### src/rtl/vrvv_cfg_pkg.sv
// Shared vector-configuration definitions for the vl/vtype reader blocks.
// Holds the SEW encoding, the bytes-per-beat derivation and the
// beat-sequencer state type.
package vrvv_cfg_pkg;

  // Element-width codes as committed by the config unit.
  localparam logic [1:0] SEW_8  = 2'd0;
  localparam logic [1:0] SEW_16 = 2'd1;
  localparam logic [1:0] SEW_32 = 2'd2;
  localparam logic [1:0] SEW_64 = 2'd3;

  // Bytes carried by one datapath beat.
  function automatic int unsigned dw_bytes(input int unsigned data_width);
    return data_width / 8;
  endfunction

  typedef enum logic [1:0] {
    IDLE = 2'd0,
    RUN  = 2'd1,
    FIN  = 2'd2
  } seq_state_t;

endpackage

### src/rtl/vl_beat_sequencer_be_mask_gen.sv
// Combinational byte-enable expander: turns the number of bytes remaining
// in an operand into the enable mask for one beat. Low bytes are enabled
// first; any rem >= DW_B yields all ones. Shared with the write-back path.
// Ports:
//   rem  in  REM_W  bytes still to be covered, counting this beat
//   be   out DW_B   byte enables for the beat
module be_mask_gen #(
  parameter int DW_B  = 8,
  parameter int REM_W = 15
) (
  input  logic [REM_W-1:0] rem,
  output logic [DW_B-1:0]  be
);

  // Byte i is live when more than i bytes remain; this is (1<<rem)-1
  // saturated at all ones without needing a wide shifter.
  always_comb begin
    be = '0;
    for (int i = 0; i < DW_B; i++) begin
      be[i] = (rem > REM_W'(i));
    end
  end

endmodule

### src/rtl/vl_beat_sequencer.sv
// Walks one vector operand in DATA_WIDTH-wide beats using the vl/vtype
// state captured at start, producing beat index, byte enables and a last
// flag for the register-file ports.
// Ports:
//   clk, rst             clock, synchronous active-high reset
//   start, avl, sew,     operand request and its configuration; sampled
//   vill                 and captured only in IDLE
//   flush                abort the operand in flight (no done/err)
//   out_valid/out_ready  beat handshake
//   out_idx/out_be/      beat index, byte enables, final-beat flag
//   out_last
//   busy                 not IDLE
//   done, err            one-cycle completion pulse; err marks a rejected
//                        operand (vill or avl==0)
//
// Handshake: a beat transfers on a cycle where out_valid && out_ready.
// While out_valid is high and out_ready low, out_idx/out_be/out_last hold;
// out_valid never drops without a transfer except on flush or rst.
module vl_beat_sequencer
  import vrvv_cfg_pkg::*;
#(
  parameter int VLEN        = 16384,
  parameter int DATA_WIDTH  = 64,
  parameter int VLMAX       = VLEN >> 3,
  parameter int VLEN_B_BITS = $clog2(VLMAX),
  localparam int DW_B       = dw_bytes(DATA_WIDTH),
  localparam int BEAT_BITS  = VLEN_B_BITS + 4 - $clog2(DW_B)
) (
  input  logic                   clk,
  input  logic                   rst,
  input  logic                   start,
  input  logic [VLEN_B_BITS-1:0] avl,
  input  logic [1:0]             sew,
  input  logic                   vill,
  input  logic                   flush,
  output logic                   out_valid,
  input  logic                   out_ready,
  output logic [BEAT_BITS-1:0]   out_idx,
  output logic [DW_B-1:0]        out_be,
  output logic                   out_last,
  output logic                   busy,
  output logic                   done,
  output logic                   err
);

  localparam int LOG_DWB = $clog2(DW_B);
  localparam int TB_W    = VLEN_B_BITS + 4;
  localparam int NB_W    = BEAT_BITS + 1;

  seq_state_t           state_q, state_d;
  logic [BEAT_BITS-1:0] idx_q;
  logic [TB_W-1:0]      total_q;
  logic [NB_W-1:0]      nbeats_q;
  logic                 err_pending_q;

  logic                 load, inc, xfer, reject, is_last;
  logic [TB_W-1:0]      avl_ext, total_in, rem;
  logic [TB_W:0]        round_up;
  logic [NB_W-1:0]      nbeats_in;
  logic [DW_B-1:0]      be_raw;

  // Operand size in bytes; the 4 extra bits absorb the largest sew shift.
  assign avl_ext = TB_W'(avl);
  always_comb begin
    total_in = avl_ext;
    case (sew)
      SEW_8:   total_in = avl_ext;
      SEW_16:  total_in = avl_ext << 1;
      SEW_32:  total_in = avl_ext << 2;
      SEW_64:  total_in = avl_ext << 3;
      default: total_in = avl_ext;
    endcase
  end

  // ceil(total/DW_B); one guard bit keeps the round-up add from wrapping.
  assign round_up  = {1'b0, total_in} + (TB_W+1)'(DW_B - 1);
  assign nbeats_in = NB_W'(round_up >> LOG_DWB);
  assign reject    = vill || (avl == '0);

  assign xfer    = (state_q == RUN) && out_ready;
  assign is_last = ({1'b0, idx_q} == (nbeats_q - NB_W'(1)));
  // Cannot underflow in RUN: idx_q < nbeats_q.
  assign rem     = total_q - (TB_W'(idx_q) << LOG_DWB);

  be_mask_gen #(
    .DW_B  (DW_B),
    .REM_W (TB_W)
  ) u_be_mask_gen (
    .rem (rem),
    .be  (be_raw)
  );

  always_comb begin
    state_d = state_q;
    load    = 1'b0;
    inc     = 1'b0;
    case (state_q)
      IDLE: begin
        // flush has no meaning here, so a coincident start is honoured.
        if (start) begin
          load    = 1'b1;
          state_d = reject ? FIN : RUN;
        end
      end
      RUN: begin
        if (xfer) begin
          if (is_last) state_d = FIN;
          else         inc     = 1'b1;
        end
        // A beat accepted this cycle still counts, but the operand ends.
        if (flush) state_d = IDLE;
      end
      FIN:     state_d = IDLE;
      default: state_d = IDLE;
    endcase
  end

  always_ff @(posedge clk) begin
    if (rst) begin
      state_q       <= IDLE;
      idx_q         <= '0;
      total_q       <= '0;
      nbeats_q      <= '0;
      err_pending_q <= 1'b0;
    end else begin
      state_q <= state_d;
      if (load) begin
        total_q       <= total_in;
        nbeats_q      <= nbeats_in;
        err_pending_q <= reject;
      end
      if (load || state_d == IDLE) idx_q <= '0;
      else if (inc)                idx_q <= idx_q + BEAT_BITS'(1);
    end
  end

  assign out_valid = (state_q == RUN);
  assign out_idx   = idx_q;
  assign out_be    = out_valid ? be_raw : '0;
  assign out_last  = out_valid && is_last;
  assign busy      = (state_q != IDLE);
  assign done      = (state_q == FIN) && !flush;
  assign err       = done && err_pending_q;

endmodule

### config.mk
export PLATFORM = sky130hd
export DESIGN_NAME = vl_beat_sequencer
export DESIGN_NICKNAME = d
export VERILOG_FILES = /design/src/rtl/vrvv_cfg_pkg.sv /design/src/rtl/vl_beat_sequencer_be_mask_gen.sv /design/src/rtl/vl_beat_sequencer.sv
export SDC_FILE = /design/constraint.sdc
export NUM_CORES = 1
export LEC_CHECK = 0
export CAP_MARGIN = 20
export CORE_AREA = 2 2 60 118
export CTS_CLUSTER_SIZE = 24
export DETAILED_ROUTE_END_ITERATION = 16
export DIE_AREA = 0 0 62 120
export MAX_ROUTING_LAYER = met4
export PLACE_DENSITY = 0.75
export SLEW_MARGIN = 20
export SYNTH_ARGS = -nofsm -noshare
export SYNTH_HDL_FRONTEND = slang
export SYNTH_HIERARCHICAL = 1
export SYNTH_SLANG_ARGS = --single-unit
### constraint.sdc
create_clock -name clk -period 3.38 [get_ports clk]
set_input_delay 0.507 -clock clk [delete_from_list [all_inputs] [get_ports clk]]
set_output_delay 0.507 -clock clk [all_outputs]
set_load 0.01 [all_outputs]
==> summary.md <==
| Metric | Value |
|---|---|
| Post-CTS Hold Fix Bufs | 0 |
| Die ar. | 7440 um^2 |
| Finished layout cell area | 4220 um^2 |
| Max FO, Critical Path | 6 |
| Sw power | 0.506 mW |
| Synthesized area per cell | 7.61 um^2 |
| Final WL | 8870 um |
| Tot GR Track Use | 0.261 |
| RSZ-0062 raised after global routing | true |
| Worst setup endpoint | out_last |
| CTS sink count | 41 |
| Rows | 42 |
| Setup TNS | -1390 ps |
| Crit-path leading delay family | simple AND/OR/NAND/NOR gates |
| DR vias | 3272 |
| Int Power | 1.10 mW |
| TritonCTS clock tree | yes |
| Yosys cell types | 60 |
| Final worst slack | -210 ps |
| Leading register cell type out of synthesis | dfxtp_1 |
| Pin count of the biggest net entering global routing | 32 |
| Crit-path most repeated cell | a211oi_1 |
| Critical-path cell list | or4_1, or4_4, a211oi_1, nand3_1, a211oi_1, clkdlybuf4s50_1 |
| Pre-CTS setup slack | -613 ps |
| CP Launch Point | nbeats_q[0]$_SDFFE_PP0P_ |
| Share of layout cells above drive strength 1 | 0.208 |
| First-pass GRT wire length | 14300 um |
| Final setup viols | 9 |
| Synth-to-Final Area Change | 32.2% |
| Worst path depth | 6 |
| CTS buffer count | 5 |
| CTS root buffer | clkbuf_16 |
| Syn Inst Count | 419 |
| Sequential Power Share | 0.334 |
| Clock buffer depth | 2 |
| WL per Instance | 15.2 um |
| H-tree Lvls | 2 |
| R2r endpoint | out_idx[3]$_SDFFE_PP0P_ |
| Placement Cell Area | 3950 um^2 |
| DRC | 0 |
| Max_slew headroom | 0.437 |
| Worst setup SP type | register |
| Sw frac | 0.316 |
| DR iter-0 viols | 194 |
| Global route total overflow | 0 |
| Cell area power density | 380 nW/um^2 |
| Seq/Total Area, Yosys | 0.257 |
| Final Critical Period | 3590 ps |
| Total nets after synthesis | 452 |
| Final worst-path cycle share | 1.06 |
| CP max-delay cell | clkdlybuf4s50_1 |
| Skew-Pair Late Insertion Delay | 290 ps |
| Lkg Pwr | 1.62 nW |
| Max cap viols | 0 |
| CP bufs+invs | 1 |
| Worst Setup End Kind | primary output |
| Reg2reg path depth | 10 |
| Final hold vios | 0 |
| Status | complete, but fails checks |
| Final net count | 527 |
| Die H | 120 um |
| GPL Wtd Cong | 1.06 |
| Max IR drop VDD | 296 uV |
| IO Pins | 44 |
| Reg-to-reg startpoint | nbeats_q[0]$_SDFFE_PP0P_ |
| Vias in the first global route | 3182 |
| Vias/cell | 5.61 |
| Asr flop ratio synth | 0 |
| Die W | 62 um |
| Initial antenna violation count | 0 |
| Clk_skew | 3.47 ps |
| Number of flops mapped to enable cells by yosys | 0 |
| HPWL reported at the end of detailed placement | 6910 um |
| Antenna diode count | 0 |
| Initial Util | 0.486 |
| CP max stage delay | 600 ps |
| Post-DRT Antenna Nets | 0 |
| Worst R2R Setup Slack | 610 ps |
| Most frequent cells in the layout | nor2_1, buf_4, dfxtp_1, nand2_1, clkdlybuf4s50_1 |
| Arrival @ worst endpoint | 3080 ps |
| Reg clk slew, reported paths | 60 ps |
| FMAX | 279 MHz |
| Crit Path Class | reg -> out |
| Clock power share | 0.345 |
| Combinational Power Share | 0.320 |
| Port Buffers | 43 |
| Max Slew Vio Count | 0 |
| Critical Path RT | 2870 ps |
| Flops & latches, synth | 41 |
| Hold WC Path Type | reg -> reg |
| Iteration count of the initial detailed-routing pass | 4 |
| Commonest non-fill, non-tap cell in the layout | nor2_1 |
| Synth Cell Area | 3190 um^2 |
| Failing checks | negative setup slack |
| Core area | 6570 um^2 |
| Pin slew with the least headroom to its limit | 843 ps |
| YS warnings | 6 |
-- synth_stat cells (4+ instances only) --
library cell | instances | area, um^2
a211oi_1 | 12 | 90.1
xnor2_1 | 24 | 210
buf_2 | 4 | 20.0
mux2_2 | 8 | 90.1
and2_1 | 12 | 75.1
clkbuf_1 | 12 | 45.0
a21oi_1 | 27 | 135
mux2i_1 | 11 | 110
xor2_1 | 9 | 78.8
inv_1 | 24 | 90.1
nand4_1 | 13 | 81.3
nand2_1 | 36 | 135
dfxtp_1 | 41 | 821
ha_1 | 13 | 163
nor3_1 | 18 | 90.1
o21ai_0 | 12 | 60.1
nor2b_1 | 5 | 31.3
nor4_1 | 6 | 37.5
nand3_1 | 12 | 60.1
a31oi_1 | 6 | 37.5
nor2_1 | 51 | 191
or3_1 | 6 | 37.5
-- power groups by stage --
| stage | clock network [mW] | logic (mW) | registers, mW |
|---|---|---|---|
| finish | 0.554 | 0.513 | 0.536 |
| global route | 0.585 | 0.558 | 0.540 |
| CTS | 0.564 | 0.494 | 0.535 |
| detailed placement | 0 | 0.468 | 0.545 |
| global placement | 0 | 0.457 | 0.544 |
| floorplan | 0 | 0.321 | 0.539 |
-- logic make-up after synthesis --
family,share of synthesized area
buffers and inverters,0.0514
AO/OA/AOI/OAI,0.171
flip-flops,0.257
AND/OR/NAND/NOR,0.310
adder cells (fa/ha/maj),0.0573
multiplexers,0.0627
XOR/XNOR,0.0906
-- tightest hold or removal path, stage by stage (launching register included) --
cell and delay, ps:
dfxtp_2 320, nand2_1 50, a21oi_1 50
-- how the worst min path moves through the flow --
stage	to	startpoint	slack [ps]	depth (start not counted)
after floorplan	total_q[3]$_SDFFE_PP0P_	total_q[3]$_SDFFE_PP0P_	430	2
after global placement	total_q[3]$_SDFFE_PP0P_	total_q[3]$_SDFFE_PP0P_	450	2
after detailed placement	total_q[3]$_SDFFE_PP0P_	total_q[3]$_SDFFE_PP0P_	450	2
after CTS	total_q[3]$_SDFFE_PP0P_	total_q[3]$_SDFFE_PP0P_	460	2
after global routing	total_q[3]$_SDFFE_PP0P_	total_q[3]$_SDFFE_PP0P_	470	2
final	total_q[3]$_SDFFE_PP0P_	total_q[3]$_SDFFE_PP0P_	460	2
-- metal layers --
| metal | global-route usage | share of wire |
|---|---|---|
| met5 | - | 0 |
| met4 | 0.152 | 0.046 |
| met3 | 0.0323 | 0.030 |
| met2 | 0.446 | 0.56 |
| met1 | 0.266 | 0.37 |
-- per-stage QoR --
step | utilization | hold WS (ps) | instances | power [mW]
2_1_floorplan | - | 432 | 419 | 0.860
3_3_place_gp | 0.602 | 451 | 570 | 1.00
3_5_place_dp | 0.602 | 446 | 570 | 1.01
4_1_cts | 0.632 | 455 | 582 | 1.59
5_1_grt | 0.642 | 467 | 583 | 1.68
6_report | 0.642 | 457 | 583 | 1.60
-- cell type report --
class / count / area (um^2)
clock buffers: 6 / 129
clock inverters: 2 / 38.8
fillers: 600 / 2350
inverters: 24 / 90.1
multi-input cells: 336 / 2300
flip-flops and latches: 41 / 830
well taps: 88 / 110
repair buffers: 86 / 721
-- what timing repair did --
action	in CTS	in global routing
setup buffers	4	2
pin swaps	11	15
gates resized for setup	43	18
endpoints found under the setup margin	9	9
-- sequential cells by signal, summed over array words and instances, names as in the netlist --
register / count
total_q: 14
nbeats_q: 12
out_idx: 12
err_pending_q: 1
state_q: 2
(Power assumes the default switching activity.)
